<file path="src/rtl/mul_div_seq_pkg.sv">
// rtl/mul_div_seq_pkg.sv - shared types and ALU opcodes for the sequential multiply/divide unit
package mul_div_seq_pkg;

    typedef enum logic [1:0] {
        OP_MUL   = 2'b00,
        OP_MULHU = 2'b01,
        OP_DIVU  = 2'b10,
        OP_REMU  = 2'b11
    } op_e;

    typedef enum logic [1:0] {
        ST_IDLE = 2'b00,
        ST_MUL  = 2'b01,
        ST_DIV  = 2'b10,
        ST_DONE = 2'b11
    } state_e;

    localparam logic [2:0] ALU_ADD = 3'b000;
    localparam logic [2:0] ALU_SUB = 3'b001;

endpackage

</file>
<file path="src/rtl/mul_div_seq_alu.sv">
// rtl/mul_div_seq_alu.sv - shared add/subtract ALU with carry/borrow status
module mul_div_seq_alu
    import mul_div_seq_pkg::*;
#(
    parameter int N = 32
) (
    input  logic [N-1:0] a,
    input  logic [N-1:0] b,
    input  logic [2:0]   op,
    output logic [N-1:0] y,
    output logic         carry
);

    logic         sub;
    logic [N-1:0] b_eff;
    logic [N:0]   sum;

    // One adder serves both ops: subtract is a + ~b + 1; carry reports borrow on subtract.
    assign sub   = (op == ALU_SUB);
    assign b_eff = sub ? ~b : b;
    assign sum   = {1'b0, a} + {1'b0, b_eff} + {{N{1'b0}}, sub};
    assign y     = sum[N-1:0];
    assign carry = sub ? ~sum[N] : sum[N];

endmodule

</file>
<file path="src/rtl/mul_div_seq.sv">
// rtl/mul_div_seq.sv - iterative shift-add multiplier and restoring divider
module mul_div_seq
    import mul_div_seq_pkg::*;
#(
    parameter int N = 32
) (
    input  logic         clk,
    input  logic         rst_n,
    input  logic         req_valid,
    output logic         req_ready,
    input  logic [1:0]   req_op,
    input  logic [N-1:0] req_a,
    input  logic [N-1:0] req_b,
    output logic         rsp_valid,
    input  logic         rsp_ready,
    output logic [N-1:0] rsp_result,
    output logic         rsp_dbz
);

    localparam int CW = $clog2(N) + 1;

    state_e         state_q, state_d;
    op_e            op_q;
    logic [N-1:0]   hi_q, lo_q, m_q;
    logic           dbz_q;
    logic [CW-1:0]  cnt_q;
    logic           last;

    logic [N-1:0]   alu_a, alu_y;
    logic [2:0]     alu_op;
    logic           alu_c;

    logic [N-1:0]   rem_sh;
    logic           take;
    logic [N-1:0]   mul_hi;
    logic           mul_c;

    // hi/lo double as rem/quo during division.
    assign rem_sh = {hi_q[N-2:0], lo_q[N-1]};
    assign take   = hi_q[N-1] | ~alu_c;
    assign mul_hi = lo_q[0] ? alu_y : hi_q;
    assign mul_c  = lo_q[0] & alu_c;
    assign last   = (cnt_q == CW'(N - 1));

    mul_div_seq_alu #(.N(N)) u_alu (
        .a     (alu_a),
        .b     (m_q),
        .op    (alu_op),
        .y     (alu_y),
        .carry (alu_c)
    );

    always_ff @(posedge clk or negedge rst_n) begin
        if (!rst_n) state_q <= ST_IDLE;
        else        state_q <= state_d;
    end

    always_comb begin
        state_d   = state_q;
        req_ready = 1'b0;
        rsp_valid = 1'b0;
        alu_op    = ALU_ADD;
        alu_a     = hi_q;
        case (state_q)
            ST_IDLE: begin
                req_ready = 1'b1;
                if (req_valid) begin
                    if (!req_op[1])       state_d = ST_MUL;
                    else if (req_b == '0) state_d = ST_DONE;
                    else                  state_d = ST_DIV;
                end
            end
            ST_MUL: begin
                if (last) state_d = ST_DONE;
            end
            ST_DIV: begin
                alu_op = ALU_SUB;
                alu_a  = rem_sh;
                if (last) state_d = ST_DONE;
            end
            ST_DONE: begin
                rsp_valid = 1'b1;
                if (rsp_ready) state_d = ST_IDLE;
            end
            default: state_d = ST_IDLE;
        endcase
    end

    always_ff @(posedge clk or negedge rst_n) begin
        if (!rst_n) begin
            op_q  <= OP_MUL;
            hi_q  <= '0;
            lo_q  <= '0;
            m_q   <= '0;
            dbz_q <= 1'b0;
            cnt_q <= '0;
        end else begin
            case (state_q)
                ST_IDLE: begin
                    if (req_valid) begin
                        op_q  <= op_e'(req_op);
                        cnt_q <= '0;
                        dbz_q <= 1'b0;
                        if (!req_op[1]) begin
                            lo_q <= req_b;
                            hi_q <= '0;
                            m_q  <= req_a;
                        end else if (req_b == '0) begin
                            // Divide by zero: preload the defined results, no iteration.
                            dbz_q <= 1'b1;
                            lo_q  <= '1;
                            hi_q  <= req_a;
                            m_q   <= '0;
                        end else begin
                            lo_q <= req_a;
                            hi_q <= '0;
                            m_q  <= req_b;
                        end
                    end
                end
                ST_MUL: begin
                    cnt_q <= cnt_q + CW'(1);
                    hi_q  <= {mul_c, mul_hi[N-1:1]};
                    lo_q  <= {mul_hi[0], lo_q[N-1:1]};
                end
                ST_DIV: begin
                    cnt_q <= cnt_q + CW'(1);
                    hi_q  <= take ? alu_y : rem_sh;
                    lo_q  <= {lo_q[N-2:0], take};
                end
                default: ;
            endcase
        end
    end

    always_comb begin
        rsp_result = '0;
        if (state_q == ST_DONE) begin
            case (op_q)
                OP_MUL:   rsp_result = lo_q;
                OP_MULHU: rsp_result = hi_q;
                OP_DIVU:  rsp_result = lo_q;
                OP_REMU:  rsp_result = hi_q;
                default:  rsp_result = '0;
            endcase
        end
    end

    assign rsp_dbz = rsp_valid & dbz_q;

endmodule

</file>
<file path="config.mk">
export PLATFORM = sky130hd
export DESIGN_NAME = mul_div_seq
export DESIGN_NICKNAME = d
export VERILOG_FILES = /design/src/rtl/mul_div_seq_pkg.sv /design/src/rtl/mul_div_seq_alu.sv /design/src/rtl/mul_div_seq.sv
export SDC_FILE = /design/constraint.sdc
export NUM_CORES = 1
export LEC_CHECK = 0
export CAP_MARGIN = 40
export CORE_UTILIZATION = 50
export DETAILED_ROUTE_END_ITERATION = 6
export PLACE_DENSITY_LB_ADDON = 0.08
export SYNTH_ARGS = -nofsm -noshare
export SYNTH_HDL_FRONTEND = slang
export SYNTH_SLANG_ARGS = --single-unit
</file>
<file path="constraint.sdc">
create_clock -name clk -period 7.35 [get_ports clk]
set_input_delay 1.47 -clock clk [delete_from_list [all_inputs] [get_ports clk]]
set_output_delay 1.47 -clock clk [all_outputs]
set_load 0.1 [all_outputs]
</file>
==> metrics.cfg, run 1 <==
[outcome]
status = finished clean

[routing]
drt_wl_total_mm = 32.8
ant_nets = 0
dr_total_vias = 9683
dr.first_iter.drc_count = 797
drc = 0
via_per_inst = 6.15
post_drt_wl_per_cell_microns = 20.8
dr.pass1.iters = 5

[global_routing]
grtUsageMet3 = 0.0671
grt_usage = 0.329
grtUsageMet2 = 0.467
busiest_layer = met1
grt_util_met1 = 0.505
gr-total-overflow = 0
grt_start_max_net_pins = 89
grt_first_pass_wirelength_mm = 51.3
antenna_found_initial = 0
grt_pass1_vias = 9053

[synthesis]
synth_top_area_share = 0.268
synth_common_cells = nand2_1 (142), nor2_1 (118), o21ai_0 (115)
synth.largest_area_cell = dfrtp_1
synthArstFlopShare = 1.00
ys_warn_count = 0
ys.flop_type = dfrtp_1
ys_types = 69
synthMostInstantiatedCell = nand2_1
synthTopCellsByArea = dfrtp_1 (27%), mux2i_1 (7.3%), mux2_2 (7.2%)
synth_edf_count = 0
netlist_area_sq_um = 9910
netlist_instances = 1246
synth_seq_cells = 106
postSynthAreaPerCell_sq_um = 7.96
synth-seq-area-share = 0.268
synth_nets = 1355

[sta]
rsz0062_at_grt = false
setup_viol = 0
fin_crit_sh = 0.760
setup_tns_ns = 0
fmax_mhz = 179
finalHoldViolations = 0
worst_pin_slew_ns = 0.909
relSlewSlack = 0.394
skew_ns = 0.0108
slew_viol_final = 0
post-route-min-period_ns = 5.59

[setup_path]
cp_top_family = compound AO/OA/AOI/OAI gates
startpoint_type = register
path_buf_inv = 2
crit_slowest_cell = mux2i_4
critPathCapture = hi_q[12]$_DFFE_PN0P_
worstSetupPathType = register to register
crit_fanout = 58
regToRegSetupSlack_ns = 1.76
slowest_delay_ns = 0.70
worstPathArrival_ns = 5.82
critPathCaptureType = register
r2r_cells = 14
rr_startpoint = state_q[0]$_DFFE_PN0P_
cp-startpoint = state_q[0]$_DFFE_PN0P_
worstPathRequired_ns = 7.59
timing.rr.end = hi_q[12]$_DFFE_PN0P_
path_cells = inv_1, ha_4, buf_4, mux2_2, ha_1, a21oi_1, o22ai_1, o41ai_1, a21oi_1, a311o_1, mux2i_4, mux2_2, a221oi_1, nor3_1
crit_cells = 14

[layout]
nets = 1414
synthToLayoutAreaGrowth_pct = 20.2
finish.instance_area_sq_um = 11900
utilization = 0.612
antenna_cells = 0
fill_cells = 1704
drive_gt1_frac = 0.115

[worst_hold_path]
whs_path_depth = 2
worstHoldStart = m_q[9]$_DFFE_PN0P_
min_path_type = register to register

[floorplanning]
die_area_sq_um = 20400
core_sq_um = 19500
fp.dieW_microns = 143
die_h_microns = 143
ioPinCount = 105
rows = 51
start_util = 0.509

[clocking]
clock_sinks = 106
path_clk_slew_ns = 0.08
cts_root_buf = clkbuf_16
h-tree-depth = 3
clock_path_buffers = 2
cts_tree = built
numCtsBuffers = 9
post_cts_resized = 0
postCtsSetupBuffers = 0
clk_latency_ns = 0.36
postCtsHoldBufs = 0

[placed_design]
place_hpwl_mm = 24.6
place_area_sq_um = 11600
gp_congestion = 0.920
portBuffers = 104

[job]
drv_cap = 0

## cells by family after synthesis
logic type                 Yosys count  synth area share
buffers and inverters              126            0.0505
AOI/OAI and AO/OA                  388             0.251
muxes                              136             0.147
xor gates and xnor gates            62            0.0548
DFF                                106             0.268
adders and majority gates           39            0.0500
and+or+nand+nor                    389             0.179
## state kept, by name, summed over array words and instances (netlist names)
name     count
dbz_q        1
cnt_q        6
op_q         1
hi_q        32
m_q         32
lo_q        32
state_q      2
## worst min path at each step
stage | end | slack, ns
after CTS | m_q[2]$_DFFE_PN0P_ | 0.51
after global routing | m_q[17]$_DFFE_PN0P_ | 0.54
after detailed placement | m_q[9]$_DFFE_PN0P_ | 0.49
after floorplan | dbz_q$_DFFE_PN0P_ | 0.44
final | m_q[9]$_DFFE_PN0P_ | 0.50
after global placement | dbz_q$_DFFE_PN0P_ | 0.47
## layout make-up
class	count	area (sq um)	share of cell area
clock buffer	11	253	0.0212
clock inverter	4	75.1	0.00630
sequential	106	2650	0.223
tap	265	332	0.0278
multi-input combinational	1014	6800	0.570
timing repair buffer	155	1730	0.146
inverter	19	71.3	0.00598
## per-layer routing
metal / share of wire / wire length, microns
met4: 0.016 / 525
met3: 0.083 / 2720
met2: 0.41 / 13600
met1: 0.49 / 15900
met5: 0 / 0
## worst register-to-register path, cell delays in order, from the launching register on
cell,delay [ns]
dfrtp_1,0.44
inv_1,0.20
ha_4,0.69
buf_4,0.59
mux2_2,0.42
ha_1,0.39
a21oi_1,0.23
o22ai_1,0.15
o41ai_1,0.36
a21oi_1,0.11
a311o_1,0.44
mux2i_4,0.70
mux2_2,0.42
a221oi_1,0.25
nor3_1,0.09
## placed cells by master (no fill, tap or decap), types with 5 or more instances in the layout
cell type,instances
a22o_1,32
and3_1,6
nor2b_1,37
dfrtp_1,105
a22oi_1,7
xor2_1,43
nand4_1,13
a31oi_1,11
inv_1,19
buf_8,35
and2_1,5
nor2_1,117
xnor2_1,19
nor4_1,15
clkbuf_16,9
ha_1,35
nand2_1,141
clkdlybuf4s50_1,102
a21oi_1,104
nor3_1,15
mux2i_1,72
a21o_1,9
a221oi_1,17
o21ai_0,115
nand3_1,13
o21bai_1,6
a211oi_1,43
mux2_2,63
buf_4,15
o211ai_1,5
## through the flow
| step | instances | worst slack (ns) | hold slack (ns) |
|---|---|---|---|
| after floorplan | 1246 | 2.59 | 0.442 |
| after global placement | 1520 | 1.95 | 0.469 |
| after detailed placement | 1559 | 1.82 | 0.489 |
| after CTS | 1574 | 1.80 | 0.505 |
| after global routing | 1574 | 1.40 | 0.543 |
| final | 1574 | 1.76 | 0.503 |
Power of run 1 is left out: the tool's default activity adds up to more than one toggle a clock period on the data nets, which glitch-free logic cannot reach.
==> run 2, diff against run 1 <==
==> constraint.sdc (replaced) <==
create_clock -name clk -period 5.2 [get_ports clk]
set_input_delay 1.04 -clock clk [delete_from_list [all_inputs] [get_ports clk]]
set_output_delay 1.04 -clock clk [all_outputs]
set_load 0.1 [all_outputs]
==> metrics.cfg, run 2 (synthesis results as in run 1) <==
[routing]
ant_nets = 0
post_drt_wl_per_cell_microns = 21.0
drc = 0
drt_wl_total_mm = 33.3
dr.first_iter.drc_count = 787
dr_total_vias = 9650
via_per_inst = 6.10
dr.pass1.iters = 6

[setup_path]
timing.rr.end = hi_q[25]$_DFFE_PN0P_
r2r_cells = 15
crit_cells = 15
crit_slowest_cell = a311o_1
rr_startpoint = state_q[0]$_DFFE_PN0P_
slowest_delay_ns = 0.51
path_buf_inv = 3
regToRegSetupSlack_ns = 0.28
worstPathRequired_ns = 5.45
worstSetupPathType = register to register
critPathCaptureType = register
crit_fanout = 48
path_cells = inv_1, ha_4, buf_12, xor2_1, fa_1, a211o_1, a21o_1, a31oi_2, o221ai_2, a311o_1, mux2i_4, buf_4, mux2_2, a21oi_1, nor3_1
cp_top_family = compound AO/OA/AOI/OAI gates
startpoint_type = register
cp-startpoint = state_q[0]$_DFFE_PN0P_
worstPathArrival_ns = 5.17
critPathCapture = hi_q[25]$_DFFE_PN0P_

[global_routing]
grt_pass1_vias = 9004
grt_usage = 0.334
grt_first_pass_wirelength_mm = 51.8
grt_start_max_net_pins = 63
gr-total-overflow = 0
antenna_found_initial = 0

[sta]
finalHoldViolations = 0
setup_viol = 0
skew_ns = 0.00672
slew_viol_final = 0
relSlewSlack = 0.482
post-route-min-period_ns = 4.92
fin_crit_sh = 0.946
setup_tns_ns = 0
worst_pin_slew_ns = 0.777
fmax_mhz = 203
rsz0062_at_grt = false

[floorplanning]
core_sq_um = 19500
die_h_microns = 143
die_area_sq_um = 20400
fp.dieW_microns = 143
start_util = 0.509
ioPinCount = 105
rows = 51

[job]
drv_cap = 0

[clocking]
path_clk_slew_ns = 0.07
cts_root_buf = clkbuf_16
cts_tree = built
numCtsBuffers = 9
clock_path_buffers = 2
clk_latency_ns = 0.36
h-tree-depth = 3
postCtsSetupBuffers = 0
clock_sinks = 106

[layout]
synthToLayoutAreaGrowth_pct = 20.5
mostFrequentLayoutCells = nand2_1 (141), nor2_1 (117), o21ai_0 (114), dfrtp_1 (105), a21oi_1 (104)
antenna_cells = 0
drive_gt1_frac = 0.120
layout_commonest_cell = nand2_1
fill_cells = 1778
top_regs = hi_q x32, lo_q x32, m_q x32
nets = 1422

[outcome]
status = finished clean

[worst_hold_path]
worstHoldStart = dbz_q$_DFFE_PN0P_
min_path_type = register to register

[placed_design]
place_hpwl_mm = 25.1
portBuffers = 104
gp_congestion = 0.934

==> run 2: worst min-delay path, stage by stage, from the launching register on <==
cell,delay (ns)
dfrtp_1,0.35
nand2_1,0.05
o21ai_0,0.06
==> run 2: metrics by stage <==
step	util	area (sq um)	setup slack [ns]	hold slack, ns	instances
after floorplan	-	9910	0.440	0.442	1246
after global placement	0.568	11000	0.461	0.465	1527
after detailed placement	0.599	11700	0.321	0.471	1567
after CTS	0.614	11900	0.305	0.487	1583
after global routing	0.614	11900	0.0431	0.502	1583
final	0.614	11900	0.280	0.491	1583
==> run 2: cell type report <==
class | count | area, sq um | share of cell area
multi-input cells | 1014 | 6800 | 0.569
flip-flops and latches | 106 | 2650 | 0.222
repair buffers | 163 | 1810 | 0.151
well taps | 265 | 332 | 0.0278
clock buffers | 11 | 243 | 0.0203
inverters | 19 | 71.3 | 0.00597
clock inverters | 5 | 38.8 | 0.00325
==> run 2: layer usage <==
layer | wire length, microns | up-vias | GRT usage | share of wire
met4 | 575 | 0 | 0.0832 | 0.017
met5 | 0 | - | 0 | 0
met1 | 16300 | 4617 | 0.513 | 0.49
met2 | 14000 | 343 | 0.479 | 0.42
met3 | 2350 | 35 | 0.0537 | 0.071
li1 | - | 4655 | - | -
==> run 2: worst min path at each step <==
stage / endpoint / slack (ns) / cells past startpoint
floorplan: dbz_q$_DFFE_PN0P_ / 0.44 / 2
global placement: dbz_q$_DFFE_PN0P_ / 0.47 / 2
detailed placement: dbz_q$_DFFE_PN0P_ / 0.47 / 2
CTS: dbz_q$_DFFE_PN0P_ / 0.49 / 2
global route: m_q[25]$_DFFE_PN0P_ / 0.50 / 1
finish: dbz_q$_DFFE_PN0P_ / 0.49 / 2
==> run 2: what timing repair did <==
action | in CTS | in global routing
hold buffers | 0 | 0
endpoints found under the setup margin | 0 | 2
resized for setup | 0 | 1
Power of run 2 is left out for the same reason.
